===== config.mk =====
export PLATFORM = sky130hd
export DESIGN_NAME = uart_tx_buf
export DESIGN_NICKNAME = d
export VERILOG_FILES = /design/src/rtl/uart_pkg.sv /design/src/rtl/sync_fifo.sv /design/src/rtl/uart_tx_buf.sv
export SDC_FILE = /design/constraint.sdc
export NUM_CORES = 1
export LEC_CHECK = 0
export BUFFER_PORTS_ARGS = -buffer_cell sky130_fd_sc_hd__buf_2
export CAP_MARGIN = 20
export CORE_MARGIN = 2
export CORE_UTILIZATION = 60
export CTS_BUF_LIST = sky130_fd_sc_hd__clkbuf_4 sky130_fd_sc_hd__clkbuf_8
export CTS_CLUSTER_SIZE = 20
export DETAILED_ROUTE_END_ITERATION = 6
export GPL_ROUTABILITY_DRIVEN = 1
export PLACE_DENSITY = 0.78
export SYNTH_ARGS = -nofsm -noshare
export SYNTH_HDL_FRONTEND = slang
export SYNTH_HIERARCHICAL = 1
export SYNTH_SLANG_ARGS = --single-unit

===== constraint.sdc =====
create_clock -name clk -period 3.8 [get_ports clk]
set_input_delay 0.57 -clock clk [delete_from_list [all_inputs] [get_ports clk]]
set_output_delay 0.57 -clock clk [all_outputs]
set_load 0.01 [all_outputs]

===== src/rtl/uart_pkg.sv =====
// uart_pkg: shared UART types, constants and the baud divider helper
package uart_pkg;
    typedef enum logic [1:0] {IDLE, START, DATA, STOP} tx_state_t;
    localparam int DATA_BITS = 8;
    function automatic int calc_div(input int clk_freq, input int baud);
        return (clk_freq + baud / 2) / baud;
    endfunction
endpackage


===== src/rtl/sync_fifo.sv =====
// sync_fifo: synchronous first-word-fall-through FIFO with occupancy count
module sync_fifo #(
    parameter int DEPTH = 16,
    parameter int WIDTH = 8
) (
    input  logic                     clk,
    input  logic                     rst,
    input  logic                     push,
    input  logic                     pop,
    input  logic [WIDTH-1:0]         din,
    output logic [WIDTH-1:0]         dout,
    output logic                     full,
    output logic                     empty,
    output logic [$clog2(DEPTH):0]   count
);
    localparam int AW = $clog2(DEPTH);
    localparam int CW = AW + 1;
    logic [WIDTH-1:0] r_mem [DEPTH];
    logic [AW-1:0]    r_wr;
    logic [AW-1:0]    r_rd;
    logic [CW-1:0]    r_count;
    logic             w_wr;
    logic             w_rd;
    assign w_wr  = push & ~full;
    assign w_rd  = pop & ~empty;
    assign full  = r_count == CW'(DEPTH);
    assign empty = r_count == '0;
    assign count = r_count;
    assign dout  = r_mem[r_rd];
    always_ff @(posedge clk) begin
        if (!rst) begin
            r_wr    <= '0;
            r_rd    <= '0;
            r_count <= '0;
        end else begin
            if (w_wr) r_wr <= r_wr + 1'b1;
            if (w_rd) r_rd <= r_rd + 1'b1;
            r_count <= r_count + CW'(w_wr) - CW'(w_rd);
        end
    end
    always_ff @(posedge clk) begin
        if (w_wr) r_mem[r_wr] <= din;
    end
endmodule


===== src/rtl/uart_tx_buf.sv =====
// uart_tx_buf: buffers incoming bytes in a FIFO and sends them as 8N1 UART frames
module uart_tx_buf
    import uart_pkg::*;
#(
    parameter int CLK_FREQ = 100000000,
    parameter int BAUD     = 115200,
    parameter int DEPTH    = 16
) (
    input  logic       clk,
    input  logic       rst,
    input  logic       ce,
    input  logic       byte_dv,
    input  logic [7:0] byte_in,
    output logic       tx,
    output logic       busy,
    output logic       full,
    output logic       overflow
);
    localparam int DIV  = calc_div(CLK_FREQ, BAUD);
    localparam int CW   = $clog2(DIV);
    localparam int CNTW = $clog2(DEPTH) + 1;
    localparam int BW   = $clog2(DATA_BITS);
    generate
        if (DIV < 2) begin : g_div_check
            $error("uart_tx_buf: clocks per bit must be at least 2");
        end
    endgenerate
    logic                 w_push;
    logic                 w_pop;
    logic                 w_empty;
    logic                 w_bit_end;
    logic [DATA_BITS-1:0] w_dout;
    logic [CNTW-1:0]      w_count;
    tx_state_t            r_state;
    logic [CW-1:0]        r_baud;
    logic [BW-1:0]        r_bit;
    logic [DATA_BITS-1:0] r_shift;
    logic                 r_tx;
    logic                 r_overflow;
    assign w_push    = ce & byte_dv & ~full;
    assign w_pop     = (r_state == IDLE) & ~w_empty;
    assign w_bit_end = r_baud == CW'(DIV - 1);
    assign tx        = r_tx;
    assign overflow  = r_overflow;
    assign busy      = (r_state != IDLE) | (w_count != '0);
    sync_fifo #(.DEPTH(DEPTH), .WIDTH(DATA_BITS)) u_fifo (
        .clk   (clk),
        .rst   (rst),
        .push  (w_push),
        .pop   (w_pop),
        .din   (byte_in),
        .dout  (w_dout),
        .full  (full),
        .empty (w_empty),
        .count (w_count)
    );
    // tx is registered from the state, so the line trails the FSM by one clock
    always_ff @(posedge clk) begin
        if (!rst) begin
            r_state    <= IDLE;
            r_baud     <= '0;
            r_bit      <= '0;
            r_shift    <= '0;
            r_tx       <= 1'b1;
            r_overflow <= 1'b0;
        end else begin
            r_overflow <= ce & byte_dv & full;
            r_tx       <= (r_state == START) ? 1'b0 : (r_state == DATA) ? r_shift[0] : 1'b1;
            r_baud     <= (r_state == IDLE || w_bit_end) ? '0 : r_baud + 1'b1;
            case (r_state)
                IDLE: if (!w_empty) begin
                    r_shift <= w_dout;
                    r_state <= START;
                end
                START: if (w_bit_end) begin
                    r_bit   <= '0;
                    r_state <= DATA;
                end
                DATA: if (w_bit_end) begin
                    r_shift <= r_shift >> 1;
                    r_bit   <= r_bit + 1'b1;
                    if (r_bit == BW'(DATA_BITS - 1)) r_state <= STOP;
                end
                STOP: if (w_bit_end) r_state <= IDLE;
            endcase
        end
    end
endmodule


==> parameters.txt <==
Parameter                              Value

Outcome
  Outcome    complete, no violations

Worst setup path
  Sort of element at the end of the critical path    flop
  RR Startpoint    u_fifo/count[3]
  Worst setup endpoint    u_fifo/count[4]
  Register-to-Register Path Depth    14
  Worst flop-to-flop path endpoint    u_fifo/count[4]
  Critical path launch point    u_fifo/count[3]
  Buffers plus inverters on the worst setup path    3
  Cell depth of the worst setup path    14
  Data arrival, critical path    3.75 ns
  Type of the worst setup path    reg2reg
  Delay of the slowest cell on the worst path    roughly 0.4 ns
  Kind of cell adding the most delay to the critical path    simple AND/OR/NAND/NOR gates
  Crit-path cells    inv_1 -> ha_1 -> nand4bb_1 -> inv_1 -> nor2_1 -> nand2_1 -> ha_1 -> inv_1 -> ha_1 -> fa_1 -> a21oi_1 -> nor2_1 -> or3_1 -> and3_1
  Kind of start point of the critical path    flop
  Cell type of the slowest stage on the worst timing path    fa_1
  Required time at the worst-slack endpoint    ~4.2 ns
  Critical Path Fanout Max    9
  Register-to-register setup slack    between 0.3 and 0.4 ns

Global routing
  Met3 layer usage reported by global route    under 10%
  M2 GR Usage    33.4%
  GRT Residual Overflow    0
  Global routing met1 resource utilization    28.2%
  Global routing's busiest layer    met2
  Antenna violations before repair    0
  Vias in the first global route    approximately 3800
  Global-route wire length before repair    between 15000 and 20000 um
  Total Routing Usage GR    around a fifth
  Pin count of the biggest net entering global routing    33

Timing
  Final setup violating endpoints    0
  Setup repair after global routing missed its margin    no
  Period utilization    between 80 and 90%
  Peak Freq    294 MHz
  Tightest Pin Transition    1.02 ns
  Relative slew slack    between 30% and 40%
  Pins over their slew limit    0
  Count of final hold-check violations    0
  Aggregate negative setup slack    0 ns
  Tmin final    about 3.4 ns
  Max Clock Skew    between 0.007 and 0.008 ns

Clocking
  Cts bufs inserted    17
  Number of sinks handled by clock tree synthesis    170
  Worst skew pair latency    between 0.4 and 0.5 ns
  Register clock-pin slew on the reported worst setup and hold paths    roughly 0.080 ns
  Resize count post-CTS    0
  Largest buffer count on any clock path    2
  Clock tree from TritonCTS    yes
  Max H-tree Level    4
  Post-CTS Hold Fix Bufs    0
  Setup repair bufs after CTS    0
  Clock Root Buffer    clkbuf_8

Cells and area
  Core Util, Final    66.8%
  Fraction of layout cells with a size suffix above 1    between 15 and 20%
  Leading cell type in the layout, fill and taps excluded    edfxtp_1
  Layout area overhead    8.17%
  Most frequent cells in the layout    edfxtp_1 (128), dfxtp_1 (40), nor2_1 (26)
  Number of antenna cells inserted    0
  Net count reported at finish    just under 500
  Number of filler cells placed in the layout    about 790

Routing
  Number of DRC markers in iteration 0    between 200 and 300
  Detailed-route vias per instance    6.24
  Remaining design rule violation count    0
  Remaining antenna violation count after routing    0
  Average wire per cell in the routed design    just over 20 um
  DR vias    about 3800
  Post-detailed-routing wire length    ~13000 um
  Drt pass-1 iters    4

Placed design
  Post-detailed-placement half-perimeter wirelength    8080 um
  Gp weighted congestion    approximately 0.8
  Number of buffers inserted by port buffering    15

Floorplanning
  Vertical die dimension    between 100 and 150 um
  Width of the die    112 um
  Core area    between 10000 and 15000 sq um
  I/O pin total    16
  Floorplan die area    between 10000 and 15000 sq um
  Initial standard-cell utilization of the core    slightly above 60%
  Count of standard-cell rows    39

Yosys
  Post-synthesis cell type count    43
  Async set-reset flop share out of synthesis    0%
  Post-synth top flop    edfxtp_1
  Syn nets    roughly 470
  Post-synthesis cell area    just over 7000 sq um
  Avg Synthesized Cell Area    approximately 16 sq um
  Yosys warning total    6
  Register bit count reported by yosys    170
  Post-synthesis instance total    roughly 440
  Fraction of the yosys area taken by sequential cells    between 60 and 70%
  Number of enable-type register cells in the synthesized netlist    about 130

Power
  Power per unit of standard cell area    621 nW/um^2
  Max VDD drop    ~0.57 mV
  Static Leak    2.59 nW

Run
  Total of max-cap violations    0

Min path
  Type of the most critical hold path    in2reg
-- state kept, by name, indices dropped and copies added, names as in the netlist, named ones only --
| signal | cells |
|---|---|
| u_fifo/r_mem | 128 |
| r_baud | 10 |
| r_shift | 8 |
| u_fifo/count | 5 |
| u_fifo/r_rd | 4 |
| u_fifo/r_wr | 4 |
| r_bit | 3 |
| r_state | 2 |
| overflow | 1 |
| tx | 1 |
-- where the power goes --
| part | internal (W) | switching [W] | leakage, nW |
|---|---|---|---|
| sequential | 0.00211 | 0.000167 | 1.50 |
| clock | 0.000667 | 0.000610 | 0.199 |
| combinational | 0.000573 | 0.000604 | 0.895 |
-- per-stage QoR --
stage	cells	power [W]	hold WS, ns	instance area (sq um)	worst slack [ns]
floorplan	441	0.00321	0.418	7050	0.760
global placement	586	0.00342	0.430	7220	0.644
detailed placement	586	0.00348	0.447	7220	0.510
CTS	617	0.00475	0.378	7620	0.444
global route	617	0.00498	0.398	7620	0.157
finish	617	0.00473	0.401	7620	0.398
-- cells by family (layout without fill, tap and decap cells) --
kind of cell	count (synthesis)	in the layout	synth area share [%]
and+or+nand+nor	107	107	7.97
muxes	41	41	12.3
xor gates and xnor gates	17	17	2.11
buffers and inverters	39	72	2.88
AOI/OAI and AO/OA	47	47	4.65
adders and majority gates	20	20	3.66
DFF	170	170	66.5
-- layer usage --
layer  part of all wire [%]  vias to the layer above
li1                       -                     1740
met1                     43                     1945
met2                     49                      133
met3                    5.3                       29
met4                    2.7                        0
met5                      0                        -
-- worst min path at each step --
| stage | cells after the start | slack, ns | startpoint | to |
|---|---|---|---|---|
| final | 3 | 0.40 | byte_dv | overflow |
| after CTS | 3 | 0.38 | byte_dv | overflow |
| after floorplan | 1 | 0.42 | r_baud[0] | r_baud[0] |
| after global placement | 1 | 0.43 | r_baud[0] | r_baud[0] |
| after global routing | 3 | 0.40 | byte_dv | overflow |
| after detailed placement | 1 | 0.45 | r_baud[0] | r_baud[0] |
-- area by class of cell --
type                    count  area, sq um  area share (%)
inverters                  21         78.8            1.03
well taps                 143          179            2.35
clock buffers              20          256            3.37
multi-input cells         232         2160            28.3
repair buffers             20          113            1.48
flip-flops and latches    170         4690            61.5
clock inverters            11          149            1.95
-- synth_stat cells, types with 7 or more instances --
library cell,instances,area share (%)
mux4_2,18,5.8
mux4_1,14,5.2
nand2_1,24,1.3
xnor2_1,12,1.5
a21oi_1,11,0.78
nand3_1,10,0.71
edfxtp_1,128,55
nor2_1,26,1.4
dfxtp_1,42,12
and2_1,20,1.8
a22oi_1,16,1.7
inv_1,21,1.1
a311oi_1,7,0.87
ha_1,19,3.4
mux2i_1,9,1.3
-- worst reg2reg max path, delay by kind of cell (launching register included) --
| kind | cells | cell delay (ns) |
|---|---|---|
| AOI/OAI and AO/OA | 1 | 0.17 |
| adders and majority gates | 4 | 1.16 |
| DFF | 1 | 0.38 |
| buffers and inverters | 3 | 0.25 |
| and+or+nand+nor | 6 | 1.33 |
(Power assumes the default switching activity.)
